File: src/rtl/gemm_tile_loader.sv
// gemm_tile_loader: accepts DEPTH source rows of NUM lanes over a valid/ready
// handshake and replays each one, one cycle later, as a one-hot write enable
// plus registered row data for an external per-row flip-flop array. Once the
// last row has been written the tile is held (tile_valid) until tile_ack.
//
// Optional feature: define GEMM_TILE_LOADER_PERF_EN to add the 16-bit
// stall_cycles output (LOAD cycles spent waiting for in_valid, saturating).
module gemm_tile_loader #(
  parameter int DATA_WIDTH = 32,
  parameter int NUM        = 4,
  parameter int DEPTH      = 4
) (
  input  logic                             clk,
  input  logic                             rst,
  input  logic                             start,
  input  logic                             abort,
  input  logic                             in_valid,
  output logic                             in_ready,
  input  logic [NUM-1:0][DATA_WIDTH-1:0]   in_data,
  output logic [DEPTH-1:0]                 row_enable,
  output logic [NUM-1:0][DATA_WIDTH-1:0]   row_data,
  output logic                             tile_valid,
  input  logic                             tile_ack,
  output logic                             busy,
  output logic [$clog2(DEPTH+1)-1:0]       loaded_rows
`ifdef GEMM_TILE_LOADER_PERF_EN
  ,
  output logic [15:0]                      stall_cycles
`endif
);

  localparam int PW = $clog2(DEPTH);
  localparam int LW = $clog2(DEPTH+1);
  localparam logic [PW-1:0]    LAST_PTR = PW'(DEPTH-1);
  localparam logic [DEPTH-1:0] ONE_HOT0 = DEPTH'(1);

  typedef enum logic [1:0] {
    IDLE  = 2'd0,
    LOAD  = 2'd1,
    DRAIN = 2'd2,
    HOLD  = 2'd3
  } state_t;

  state_t        state;
  state_t        state_nx;
  logic [PW-1:0] ptr;
  logic          accept;
  logic          start_take;

  // Abort wins over a same-cycle handshake, so it masks acceptance outright.
  assign accept     = in_valid & in_ready & ~abort;
  // A start is honoured from IDLE, or from HOLD together with tile_ack.
  assign start_take = start & ((state == IDLE) | ((state == HOLD) & tile_ack));

  // State register.
  always_ff @(posedge clk or posedge rst) begin
    // NOTE: sequential state uses non-blocking assignments so every register
    // samples the pre-edge values, independent of process ordering.
    if (rst) state <= IDLE;
    else     state <= state_nx;
  end

  // Next-state logic.
  always_comb begin
    // NOTE: the default assignment up front keeps every path assigned, so no
    // latch is inferred for state_nx.
    state_nx = state;
    case (state)
      IDLE:    if (start) state_nx = LOAD;
      LOAD: begin
        if (abort)                          state_nx = IDLE;
        else if (accept && ptr == LAST_PTR) state_nx = DRAIN;
      end
      DRAIN:   state_nx = HOLD;
      HOLD:    if (tile_ack) state_nx = start ? LOAD : IDLE;
      default: state_nx = IDLE;
    endcase
  end

  // State-decoded outputs.
  always_comb begin
    in_ready   = (state == LOAD);
    tile_valid = (state == HOLD);
    busy       = (state != IDLE);
  end

  // Row pointer, accepted-row count and the registered write port.
  always_ff @(posedge clk or posedge rst) begin
    if (rst) begin
      ptr         <= '0;
      loaded_rows <= '0;
      row_enable  <= '0;
      row_data    <= '0;
    end else begin
      row_enable <= '0;
      if (start_take) begin
        ptr         <= '0;
        loaded_rows <= '0;
      end else if (accept) begin
        row_enable  <= ONE_HOT0 << ptr;
        row_data    <= in_data;
        ptr         <= (ptr == LAST_PTR) ? '0 : ptr + PW'(1);
        loaded_rows <= loaded_rows + LW'(1);
      end else if (state == LOAD && abort) begin
        ptr <= '0;
      end
    end
  end

`ifdef GEMM_TILE_LOADER_PERF_EN
  // Count LOAD cycles starved of input; cleared by each accepted start.
  always_ff @(posedge clk or posedge rst) begin
    if (rst) begin
      stall_cycles <= '0;
    end else if (start_take) begin
      stall_cycles <= '0;
    end else if (state == LOAD && !in_valid && stall_cycles != 16'hFFFF) begin
      stall_cycles <= stall_cycles + 16'd1;
    end
  end
`endif

endmodule

File: config.mk
export PLATFORM = sky130hd
export DESIGN_NAME = gemm_tile_loader
export DESIGN_NICKNAME = d
export VERILOG_FILES = /design/src/rtl/gemm_tile_loader.sv
export SDC_FILE = /design/constraint.sdc
export NUM_CORES = 1
export LEC_CHECK = 0
export CORE_MARGIN = 2
export CORE_UTILIZATION = 30
export DETAILED_ROUTE_END_ITERATION = 8
export PLACE_DENSITY = 0.67
export SETUP_SLACK_MARGIN = 0.05
export SLEW_MARGIN = 15
export SYNTH_ARGS = -nofsm -noshare
export SYNTH_HDL_FRONTEND = slang
export SYNTH_SLANG_ARGS = --single-unit
File: constraint.sdc
create_clock -name clk -period 11.5 [get_ports clk]
set_clock_uncertainty 0.2 [all_clocks]
set_input_delay 2.3 -clock clk [delete_from_list [all_inputs] [get_ports clk]]
set_output_delay 2.3 -clock clk [all_outputs]
set_load 0.02 [all_outputs]
==> impl_results.md <==
* Leak at 4.32 nW
* CTS tree: yes
* DIE HEIGHT at 138 µm
* Worst skew pair latency at 0.41 ns
* Synth Area in Adders at 0.0116
* Syn_area_per_cell at 9.14 µm²
* Diodes inserted at 0
* Layout area overhead at 64.4%
* Hold WC Path Type: register to register
* Post-synthesis xor/xnor area fraction at 0
* Critical Path Max Stage Delay at 0.82 ns
* DR WL/cell at 13.7 µm
* Number of global-route vias before repair at 4,608
* Crit-path cells: clkdlybuf4s50_1 > and4bb_4 > buf_4 > nand2_1 > nand2_1
* Tot GR Track Use at 0.161
* Cells after synthesis at 592
* Critical-path maximum fanout at 69
* Final Hold Vio Count at 0
* Final setup fails at 0
* Max Cap Viol at 0
* Post-CTS Setup Inserts at 0
* Cell repeated most along the worst path: nand2_1
* Met2 usage at 0.248
* Pwr dens at 195 nW/µm²
* HPWL Detailed at 10.3 mm
* Port buffer count at 271
* Fin crit share at 0.396
* Wirelength, routed at 15.1 mm
* Final Cell Area at 8900 µm²
* Critical path capture point type: register
* Max Slew Vio Count at 0
* Largest net degree at the start of global routing at 82
* First-pass GRT wire length at 24.8 mm
* Row count at 49
* Critical path class: input pin to register
* Root buffer cell: clkbuf_16
* CP top delay family: buffers and inverters
* Net count after synthesis at 731
* # nets final at 994
* WP buf/inv at 2
* Met1 Use GR at 0.210
* TritonCTS Buffers at 17
* Worst slew pin tran at 0.943 ns
* GP Congestion at 0.767
* Post-route ant nets at 0
* WP data arrival at 4.70 ns
* DRC Markers at 0
* CTS Buffer Depth at 2
* Max frequency at 0.220 GHz
* Largest family of logic cells by synthesized area: simple AND/OR/NAND/NOR gates
* Routed vias/inst at 4.26
* Ys Warns at 0
* RSZ-0062 raised after global routing: false
* Outcome: completed
* Setup TNS at 0 ns
* Post-synthesis compound-gate area fraction at 0.0123
* Post-cts sizing count at 0
* TritonCTS Sinks at 139
* Ports at 272
* Maximum vdd drop at 0.0000979 V
* Chip Width at 138 µm
* Yosys reg bits at 139
* Worst-path clk slew at 0.06 ns
* Synth Cell Area at 5410 µm²
* Share of cells above drive strength 1 at 0.0473
* Core area at 17,800 µm²
* Slowest cell on crit path: and4bb_4
* Gr ovfl total at 0
* Post-Synth Simple-Gate Area at 0.292
* Met3 Use GR at 0.0572
* Crit path launch type: input pin
* Fin crit period at 4.55 ns
* Seq/Total Area, Yosys at 0.643
* Distinct cells, synth at 27
* DRT iter0 DRCs at 201
* Via count at 4,668
* Pre-antenna DRT Iters at 4
* H-Tree Depth at 4
* Initial core utilization at 0.303
* Die area at 19,100 µm²
* Relative slew slack at 0.372
* Hold Buf Count CTS at 0
* Dpl cell area at 8260 µm²
* Initial antenna violation count at 0
* Worst Path Required at 11.65 ns
* GRT busiest layer: met2
* Mux cell area share after synthesis at 0.00208
==> layout by cell type, fill, tap and decap left out, types with 3 or more instances in the layout <==
master,count
nand2_1,388
clkdlybuf4s50_1,271
dfrtp_1,139
clkbuf_16,17
and2_1,5
ha_1,5
bufinv_16,5
nand4_1,3
buf_4,3
==> metrics by stage <==
stage	power (mW)	std cells	utilization	hold slack [ns]	setup slack [ns]
detailed placement	1.15	1065	0.463	0.261	6.51
CTS	1.76	1096	0.499	0.276	6.94
finish	1.74	1096	0.499	0.269	6.95
global placement	1.15	1065	0.463	0.257	6.52
global route	1.83	1096	0.499	0.283	6.72
floorplan	0.874	592	-	0.345	5.28
==> layer usage <==
metal	vias up	wire length, µm	part of all wire
li1	2328	-	-
met1	2137	6680	0.44
met2	184	6900	0.46
met3	19	1200	0.079
met4	0	278	0.018
met5	-	0	0
==> worst register-to-register path, delay by kind of cell (launching register included) <==
family | cells | cell delay, ns
DFF | 1 | 0.55
buffers and inverters | 1 | 0.72
and+or+nand+nor | 3 | 1.14
==> flip-flops by register name (all words and copies together), names as in the netlist, named ones only <==
signal / count
row_data: 128
row_enable: 4
loaded_rows: 3
ptr: 2
state: 1
==> worst paths after layout <==
path / depth (start not counted) / startpoint / slack, ns / endpoint
max: 5 / in_valid / 6.95 / row_data[29]
min: 2 / row_data[110] / 0.27 / row_data[110]
max reg2reg: 4 / state[0] / 8.84 / row_data[29]
min reg2reg: 2 / row_data[110] / 0.27 / row_data[110]
max in group asynchronous: 3 / rst / 7.53 / row_data[79]
min in group asynchronous: 2 / rst / 2.14 / row_data[34]
==> logic make-up after synthesis <==
logic type                 Yosys count
buffers and inverters               33
DFF                                139
AOI/OAI and AO/OA                    9
adders and majority gates            5
muxes                                1
and+or+nand+nor                    405
==> where the power goes <==
group | switching (mW) | internal, mW
clock | 0.207 | 0.390
sequential | 0.0523 | 0.588
combinational | 0.255 | 0.245
total | 0.514 | 1.22
==> cell usage after synthesis <==
master / instances / area share
buf_2: 16 / 0.015
a21oi_1: 1 / 0.00092
o21ai_2: 1 / 0.0016
nand4_1: 3 / 0.0035
inv_1: 3 / 0.0021
a21o_1: 1 / 0.0014
nand4bb_1: 1 / 0.0021
a32o_1: 1 / 0.0018
and2_1: 5 / 0.0058
a21boi_0: 1 / 0.0014
o21ai_0: 2 / 0.0018
mux2_2: 1 / 0.0021
o22a_1: 1 / 0.0016
or3b_4: 1 / 0.0021
ha_1: 5 / 0.012
and4bb_1: 1 / 0.0023
buf_4: 4 / 0.0055
nand2_1: 388 / 0.27
and3_1: 1 / 0.0012
a31o_1: 1 / 0.0016
nor3_1: 1 / 0.00092
nor2b_1: 1 / 0.0012
dfrtp_1: 139 / 0.64
clkbuf_1: 3 / 0.0021
nor3_2: 1 / 0.0018
buf_6: 7 / 0.015
or2_2: 2 / 0.0023
==> cell type report <==
cell class	count	area [µm²]
well taps	229	287
repair buffers	274	2740
clock buffers	20	447
multi-input cells	420	1740
fillers	1676	8940
inverters	3	16.3
flip-flops and latches	139	3480
clock inverters	11	193
(Power assumes the default switching activity.)
